<file path="config.mk">
export PLATFORM = sky130hd
export DESIGN_NAME = id_ex_stage
export DESIGN_NICKNAME = d
export VERILOG_FILES = /design/src/rtl/id_ex_stage_pkg.sv /design/src/rtl/id_ex_stage_fwd_unit.sv /design/src/rtl/id_ex_stage.sv
export SDC_FILE = /design/constraint.sdc
export NUM_CORES = 1
export LEC_CHECK = 0
export ABC_AREA = 1
export BUFFER_PORTS_ARGS = -buffer_cell sky130_fd_sc_hd__clkbuf_2
export CORE_MARGIN = 5
export CORE_UTILIZATION = 54
export CTS_BUF_LIST = sky130_fd_sc_hd__clkbuf_4 sky130_fd_sc_hd__clkbuf_8
export CTS_CLUSTER_SIZE = 20
export DETAILED_ROUTE_END_ITERATION = 7
export GPL_ROUTABILITY_DRIVEN = 0
export PLACE_DENSITY = 0.95
export SLEW_MARGIN = 25
export SYNTH_ARGS = -nofsm -noshare
export SYNTH_HDL_FRONTEND = slang
export SYNTH_SLANG_ARGS = --single-unit
</file>
<file path="constraint.sdc">
create_clock -name clk_i -period 2.4 [get_ports clk_i]
set_input_delay 0.48 -clock clk_i [delete_from_list [all_inputs] [get_ports clk_i]]
set_output_delay 0.48 -clock clk_i [all_outputs]
set_load 0.01 [all_outputs]
</file>
<file path="src/rtl/id_ex_stage_pkg.sv">
// rtl/id_ex_stage_pkg.sv - shared widths, control-vector bit positions and ALU codes
package id_ex_stage_pkg;

  localparam int DATA_W = 32;
  localparam int ADDR_W = 5;
  localparam int CTRL_W = 7;
  localparam int SHAMT_W = 5;

  // bit positions in {reg_write,mem_to_reg,mem_read,mem_write,branch,reg_dst,alu_src}
  localparam int CTRL_REG_WRITE  = 6;
  localparam int CTRL_MEM_TO_REG = 5;
  localparam int CTRL_MEM_READ   = 4;
  localparam int CTRL_MEM_WRITE  = 3;
  localparam int CTRL_BRANCH     = 2;
  localparam int CTRL_REG_DST    = 1;
  localparam int CTRL_ALU_SRC    = 0;

  localparam logic [3:0] ALU_SRA = 4'd8;
  localparam logic [3:0] ALU_LUI = 4'd9;

endpackage

</file>
<file path="src/rtl/id_ex_stage_fwd_unit.sv">
// rtl/id_ex_stage_fwd_unit.sv - combinational RAW bypass for one source operand
module fwd_unit
  import id_ex_stage_pkg::*;
#(
  parameter int DW = DATA_W,
  parameter int AW = ADDR_W
) (
  input  logic [AW-1:0] reg_num,
  input  logic [DW-1:0] reg_data,
  input  logic          exm_wr,
  input  logic [AW-1:0] exm_rd,
  input  logic [DW-1:0] exm_res,
  input  logic          mwb_wr,
  input  logic [AW-1:0] mwb_rd,
  input  logic [DW-1:0] mwb_res,
  output logic [DW-1:0] fwd_data
);

  // the younger EX/MEM result wins; r0 is hardwired zero and never bypassed
  always_comb begin
    fwd_data = reg_data;
    if (exm_wr && (exm_rd != '0) && (exm_rd == reg_num))
      fwd_data = exm_res;
    else if (mwb_wr && (mwb_rd != '0) && (mwb_rd == reg_num))
      fwd_data = mwb_res;
  end

endmodule

</file>
<file path="src/rtl/id_ex_stage.sv">
// rtl/id_ex_stage.sv - ID/EX pipeline register with operand forwarding and load-use detect
module id_ex_stage
  import id_ex_stage_pkg::*;
#(
  parameter int DW = DATA_W,
  parameter int AW = ADDR_W
) (
  input  logic                clk_i,
  input  logic                rst_i,
  input  logic                stall_i,
  input  logic                flush_i,
  input  logic                id_valid_i,
  input  logic [CTRL_W-1:0]   id_ctrl_i,
  input  logic [3:0]          id_alu_ctrl_i,
  input  logic [DW-1:0]       id_rs_data_i,
  input  logic [DW-1:0]       id_rt_data_i,
  input  logic [DW-1:0]       id_imm_i,
  input  logic [SHAMT_W-1:0]  id_shamt_i,
  input  logic [AW-1:0]       id_rs_i,
  input  logic [AW-1:0]       id_rt_i,
  input  logic [AW-1:0]       id_rd_i,
  input  logic                exm_wr_i,
  input  logic [AW-1:0]       exm_rd_i,
  input  logic [DW-1:0]       exm_res_i,
  input  logic                mwb_wr_i,
  input  logic [AW-1:0]       mwb_rd_i,
  input  logic [DW-1:0]       mwb_res_i,
  output logic [DW-1:0]       alu_src1_o,
  output logic [DW-1:0]       alu_src2_o,
  output logic [3:0]          alu_ctrl_o,
  output logic [CTRL_W-1:0]   ex_ctrl_o,
  output logic [DW-1:0]       ex_wdata_o,
  output logic [AW-1:0]       ex_wreg_o,
  output logic                ex_valid_o,
  output logic                ld_use_o
);

  logic               ex_valid;
  logic [CTRL_W-1:0]  ex_ctrl;
  logic [3:0]         ex_alu_ctrl;
  logic [DW-1:0]      ex_rs_data;
  logic [DW-1:0]      ex_rt_data;
  logic [DW-1:0]      ex_imm;
  logic [SHAMT_W-1:0] ex_shamt;
  logic [AW-1:0]      ex_rs;
  logic [AW-1:0]      ex_rt;
  logic [AW-1:0]      ex_rd;
  logic [DW-1:0]      fwd_rs;
  logic [DW-1:0]      fwd_rt;

  // flush only needs to kill valid and control; data fields of a bubble are never used
  always_ff @(posedge clk_i) begin
    if (rst_i) begin
      ex_valid    <= 1'b0;
      ex_ctrl     <= '0;
      ex_alu_ctrl <= '0;
      ex_rs_data  <= '0;
      ex_rt_data  <= '0;
      ex_imm      <= '0;
      ex_shamt    <= '0;
      ex_rs       <= '0;
      ex_rt       <= '0;
      ex_rd       <= '0;
    end else if (flush_i) begin
      ex_valid <= 1'b0;
      ex_ctrl  <= '0;
    end else if (!stall_i) begin
      ex_valid    <= id_valid_i;
      ex_ctrl     <= id_valid_i ? id_ctrl_i : '0;
      ex_alu_ctrl <= id_alu_ctrl_i;
      ex_rs_data  <= id_rs_data_i;
      ex_rt_data  <= id_rt_data_i;
      ex_imm      <= id_imm_i;
      ex_shamt    <= id_shamt_i;
      ex_rs       <= id_rs_i;
      ex_rt       <= id_rt_i;
      ex_rd       <= id_rd_i;
    end
  end

  fwd_unit #(.DW(DW), .AW(AW)) u_fwd_rs (
    .reg_num (ex_rs),
    .reg_data(ex_rs_data),
    .exm_wr  (exm_wr_i),
    .exm_rd  (exm_rd_i),
    .exm_res (exm_res_i),
    .mwb_wr  (mwb_wr_i),
    .mwb_rd  (mwb_rd_i),
    .mwb_res (mwb_res_i),
    .fwd_data(fwd_rs)
  );

  fwd_unit #(.DW(DW), .AW(AW)) u_fwd_rt (
    .reg_num (ex_rt),
    .reg_data(ex_rt_data),
    .exm_wr  (exm_wr_i),
    .exm_rd  (exm_rd_i),
    .exm_res (exm_res_i),
    .mwb_wr  (mwb_wr_i),
    .mwb_rd  (mwb_rd_i),
    .mwb_res (mwb_res_i),
    .fwd_data(fwd_rt)
  );

  assign alu_src1_o = (ex_alu_ctrl == ALU_SRA) ? {{(DW-SHAMT_W){1'b0}}, ex_shamt} : fwd_rs;
  assign alu_src2_o = ex_ctrl[CTRL_ALU_SRC] ? ex_imm : fwd_rt;
  assign alu_ctrl_o = ex_alu_ctrl;
  assign ex_ctrl_o  = ex_ctrl;
  assign ex_wdata_o = fwd_rt;
  assign ex_wreg_o  = ex_ctrl[CTRL_REG_DST] ? ex_rd : ex_rt;
  assign ex_valid_o = ex_valid;

  // a load in EX cannot supply its data until MEM, so a dependent ID instruction must wait
  assign ld_use_o = ex_valid && ex_ctrl[CTRL_MEM_READ] && (ex_rt != '0) && id_valid_i &&
                    ((ex_rt == id_rs_i) || (ex_rt == id_rt_i));

endmodule
</file>
# Word level (Yosys, flattened, before mapping)
# Cells that the tools add are included.
[totals]
output_inout_bits = 114
register_bits = 128
inputBits = 208
[classes]
muxes = 8
reduce_logical = 16
eq_ne = 7
bitwise_logic = 2
[op_table]
columns = ["cell", "count"]
rows = [
  ["$mux 32", 6],
  ["$eq 5x5->1", 6],
  ["$reduce_bool 5->1", 3],
  ["$logic_and 1x1->1", 10],
  ["$mux 7", 1],
  ["$mux 5", 1],
  ["$eq 4x4->1 const B", 1],
  ["$not 1->1", 2],
  ["$reduce_and 2->1", 1],
  ["$reduce_or 2->1", 1],
  ["$logic_or 1x1->1", 1],
]

# Longest topological paths before layout
[logic_depth]
word_depth = 6
mapped_depth = 11
mapped_depth_nobuf = 10

# By module
# From an unflattened synthesis, not the netlist that was laid out.
[hier_totals]
cells_unflattened = 1314
hier_area_um2 = 8150.3
[modules_own_cells]
columns = ["module", "area_per_inst_um2", "instances", "cells_each"]
rows = [
  ["id_ex_stage", 5317.6, 1, 718],
  ["fwd_unit", 1416.4, 2, 298],
]

# Worst setup path after synthesis
# OpenSTA, ideal clock, no wires.
[synth_timing]
path_kind = "input to output"
start = "input exm_rd_i[2]"
end = "output ex_wdata_o[21]"
cell_stages = 7
required_time_ns = 1.920
path_buffers = 1
arrival_ns = 1.460
slack_ns = 0.460
path_cell_list = "nor2_1 > nand2_1 > o21ai_4 > nand3b_2 > buf_6 > nand3_1 > and2_1"
[synth_between]
elab_chain_cells = 4
elab_cells_between_ends = 5
classes_between = "1 x eq/ne; 1 x mux; 3 x reduce/logical"
[synth_rtl]
columns = ["element", "line", "text"]
rows = [
  ["start, declared", "id_ex_stage.sv:23", "input logic [AW-1:0] exm_rd_i,"],
  ["$reduce_bool 5->1", "id_ex_stage_fwd_unit.sv:22", "if (exm_wr && (exm_rd != '0) && (exm_rd == reg_num))"],
  ["$logic_and 1x1->1", "id_ex_stage_fwd_unit.sv:22", ""],
  ["$logic_and 1x1->1 *", "id_ex_stage_fwd_unit.sv:22", ""],
  ["$mux 32 *", "id_ex_stage_fwd_unit.sv:22", ""],
  ["end, declared", "id_ex_stage.sv:32", "output logic [DW-1:0] ex_wdata_o,"],
]
# Every way passes the cells marked *; elsewhere a longest branch is shown, timed or not.

# Final worst setup path
[layout_timing]
start = "register ex_rs[2]"
end = "output alu_src1_o[4]"
[layout_between]
elab_chain_cells = 5
elab_cells_between_ends = 7
classes_between = "2 x eq/ne; 3 x mux; 2 x reduce/logical"
[layout_rtl]
columns = ["element", "line", "text"]
rows = [
  ["start, declared", "id_ex_stage.sv:45", "logic [AW-1:0] ex_rs;"],
  ["start signal, assigned", "id_ex_stage.sv:75", "ex_rs <= id_rs_i;"],
  ["$eq 5x5->1", "id_ex_stage_fwd_unit.sv:24", "else if (mwb_wr && (mwb_rd != '0) && (mwb_rd == reg_num))"],
  ["$logic_and 1x1->1", "id_ex_stage_fwd_unit.sv:24", ""],
  ["$mux 32", "id_ex_stage_fwd_unit.sv:24", ""],
  ["$mux 32 *", "id_ex_stage_fwd_unit.sv:22", ""],
  ["$mux 32 *", "id_ex_stage.sv:105", "assign alu_src1_o = (ex_alu_ctrl == ALU_SRA) ? {{(DW-SHAMT_W){1'b0}}, ex_shamt} : fwd_rs;"],
  ["end, declared", "id_ex_stage.sv:28", "output logic [DW-1:0] alu_src1_o,"],
]
# Marked as above.

==> results.tsv <==
stage	metric	value	unit
final_layout	nets	1723	
pwr	Gate power share	30.6	%
timing	slew at the pin with the worst max-slew slack	0.591	ns
place	placed cells	1642	
grt	pin count of the biggest net entering global routing	117	
timing	final worst slack	-0.426	ns
cts	clk slew on worst S/H paths	0.08	ns
detailed_routing	Total Routed Length	43.6	mm
floorplan	Die H	129	µm
final_layout	Area Growth Syn to Fin	57.9	%
pwr	Sw Ratio	35.1	%
pwr	clock share of power	32.2	%
detailed_routing	DRT antenna net count	0	
synth	syn_nets	1410	
detailed_routing	drt drc	1	
worst_setup_path	Critical Setup Path Class	reg -> out	
timing	Tcrit/Tclk final	118	%
worst_setup_path	crit end category	output port	
timing	Clock Skews	0	ns
floorplan	Starting Density	55.0	%
place	Placement Cell Area	0.00935	mm²
final_layout	Fill cells	684	
pwr	maximum VDD drop	0.000562	V
floorplan	CORE AREA	0.0139	mm²
floorplan	# rows	43	
synth	sequential area share after synthesis	33.6	%
outcome	failing checks	design-rule violations, negative setup slack	
timing	FMAX	354	MHz
synth	Synth cell types	29	
cts	H-Tree Depth	4	
synth	Post-synth ARST share	0	%
cts	Sink Count	128	
synth	Most used DFF post-synth	dfxtp_1	
grt	total track usage	40.6	%
floorplan	Die X	129	µm
synth	synthesized area per cell	6.35	µm²
cts	CTS tree	done	
pwr	internal power	4110	µW
cts	Root Buffer	clkbuf_8	
timing	crit path time final	2.83	ns
floorplan	die area	0.0166	mm²
final_layout	Util after Layout	86.8	%
outcome	outcome	complete, but fails checks	
final_layout	share of layout cells above drive strength 1	45.6	%
synth	Synthesis Warnings	0	
grt	initial antenna violation count	1	
pwr	pwr dens	525	mW/mm²
cts	Longest Clk Path Bufs	2	
worst_setup_path	Required @ worst endpoint	1.92	ns
cts	total CTS buffers	17	
floorplan	io pins	322	
worst_setup_path	CP Launch Type	register	
pwr	Psw	2220	µW
detailed_routing	Via Count	11200	
grt	first-pass GRT wire length	52.0	mm
final_layout	ant diodes	0	
synth	Post-synth EDFFs	0	
detailed_routing	initial DRC count	1668	
worst_setup_path	Worst Path Max Fanout	10	
timing	final hold viol count	0	
final_layout	Final Instance Area	0.0121	mm²
place	IO Port Bufs	321	
synth	gate count of the mapped netlist	1202	
detailed_routing	post-DR wirelength/cell	25.5	µm
flow_run	max-cap viol count	0	
place	HPWL after DPL	22.0	mm
timing	hold slack	0.236	ns
detailed_routing	DR vias/cell	6.58	
timing	Slew headroom	60.6	%
pwr	Static Leakage	0.00612	µW
worst_setup_path	CP arrival	2.35	ns
synth	Synth Register Bits	128	
timing	pins over their slew limit	0	
cts	clock latency on the worst-skew pair	0.46	ns
timing	setup violators final	96	
place	post-place setup slack	0.0259	ns
synth	Mapped Area	0.00763	mm²
final_layout	Layout Cells excl Fill	1708	
grt	GRT Residual Overflow	0	
pwr	Sequential Power Share	37.3	%
timing	unrepaired setup endpoints after global routing	true	
min_path	worst hold path class	in -> reg	
detailed_routing	drt first pass iters	8	
cts	# hold bufs at CTS	0	
grt	vias in the first global route	9841	
## power groups by stage
stage | sequential (µW) | clock, µW | combinational, µW
3_5_place_dp | 2380 | 0 | 1300
3_3_place_gp | 2380 | 0 | 1280
4_1_cts | 2340 | 2000 | 1500
2_1_floorplan | 2360 | 0 | 734
6_report | 2360 | 2040 | 1940
5_1_grt | 2370 | 2110 | 2000
## Yosys cell counts (2+ instances only)
master    instances  area share, %
buf_1             5           0.25
buf_2            31            2.0
nor2_4            2           0.30
nand3_1         239             16
nor2_2            3           0.25
inv_2             2          0.098
buf_4             5           0.49
nand4_1           4           0.33
o21ai_1           6           0.39
and2_1           32            2.6
nand3_2          17            2.2
xor2_1            6           0.69
buf_6            13            1.9
o21ai_0         119            7.8
inv_1            82            4.0
clkbuf_1         38            1.9
nor2_1          238             12
xnor2_1          17            2.0
nand2_1         189            9.3
a21oi_1          18            1.2
dfxtp_1         128             34
## path summary, 6_finish.rpt
kind | to | from | slack, ns | cells after the start
worst max-delay path | alu_src1_o[4] | ex_rs[2] | -0.43 | 11
worst min-delay path | ex_shamt[3] | id_shamt_i[3] | 0.24 | 3
worst max register to register | ex_rt[0] | ex_rt[0] | 1.17 | 3
worst min register to register | ex_ctrl_o[6] | ex_ctrl_o[6] | 0.46 | 2
## metrics by stage
stage | TNS (ns) | total power (µW)
after global placement | 0 | 3660
after floorplan | 0 | 3100
after detailed placement | 0 | 3680
final | -25.18 | 6330
after CTS | -13.44 | 5840
after global routing | -30.87 | 6480
## sequential cells by signal, summed over array words and instances (netlist names), 5 cells and up
signal and count:
ex_imm 32, ex_rs_data 32, ex_rt_data 32, ex_ctrl_o 7, ex_rd 5, ex_rs 5
ex_rt 5, ex_shamt 5
## placed cells by master (no fill, tap or decap), types with 7 or more instances in the layout
cell	netlist	routed
o21ai_0	119	119
dfxtp_4	0	7
xnor2_1	17	7
buf_16	0	9
buf_4	5	23
nand3_4	0	38
nand2_1	189	144
nand2_2	0	37
a21oi_1	18	18
nand3_2	17	118
inv_1	82	65
nand2_4	0	7
buf_12	0	14
buf_2	31	40
nor2_1	238	235
xnor2_2	0	10
and2_1	32	8
inv_2	2	18
buf_6	13	50
clkbuf_8	0	20
and2_4	0	24
dfxtp_1	128	118
clkbuf_16	0	7
nand3_1	239	100
clkbuf_2	0	238
## cells by family (layout without fill, tap and decap cells)
family | Yosys count | count (layout) | share of synthesized area [%]
buffers and inverters | 176 | 502 | 10.7
flip-flops | 128 | 128 | 33.6
XOR/XNOR | 24 | 24 | 2.85
AO/OA/AOI/OAI | 145 | 145 | 9.70
AND/OR/NAND/NOR | 729 | 729 | 43.2
## what timing repair did
item | in CTS | in global routing
resized for setup | 156 | 304
gates cloned | 10 | 8
buffers inserted | 15 | 5
pin swaps | 67 | 66
setup endpoints to repair | 96 | 97
## worst max-delay path: stages (launching register included)
cell	delay (ns)
dfxtp_4	0.38
xnor2_2	0.18
nand3_2	0.21
nor2_4	0.20
buf_6	0.18
buf_12	0.14
nand3_1	0.11
nand2_1	0.11
inv_1	0.07
nand2_1	0.09
nand2_1	0.07
buf_2	0.14
## metal layers
layer	routed length (µm)	GRT usage, %
met5	13	0
met3	7040	9.88
met4	4700	25.4
met2	18700	67.7
met1	13200	46.8
## cell type report
| cell class | instances | area, µm² | share of cell area (%) |
|---|---|---|---|
| flip-flops and latches | 128 | 2590 | 21.5 |
| multi-input cells | 898 | 5600 | 46.4 |
| inverters | 84 | 318 | 2.64 |
| clock buffers | 19 | 255 | 2.12 |
| repair buffers | 386 | 2900 | 24.1 |
| well taps | 180 | 225 | 1.87 |
| clock inverters | 13 | 161 | 1.34 |
(Power assumes the default switching activity.)
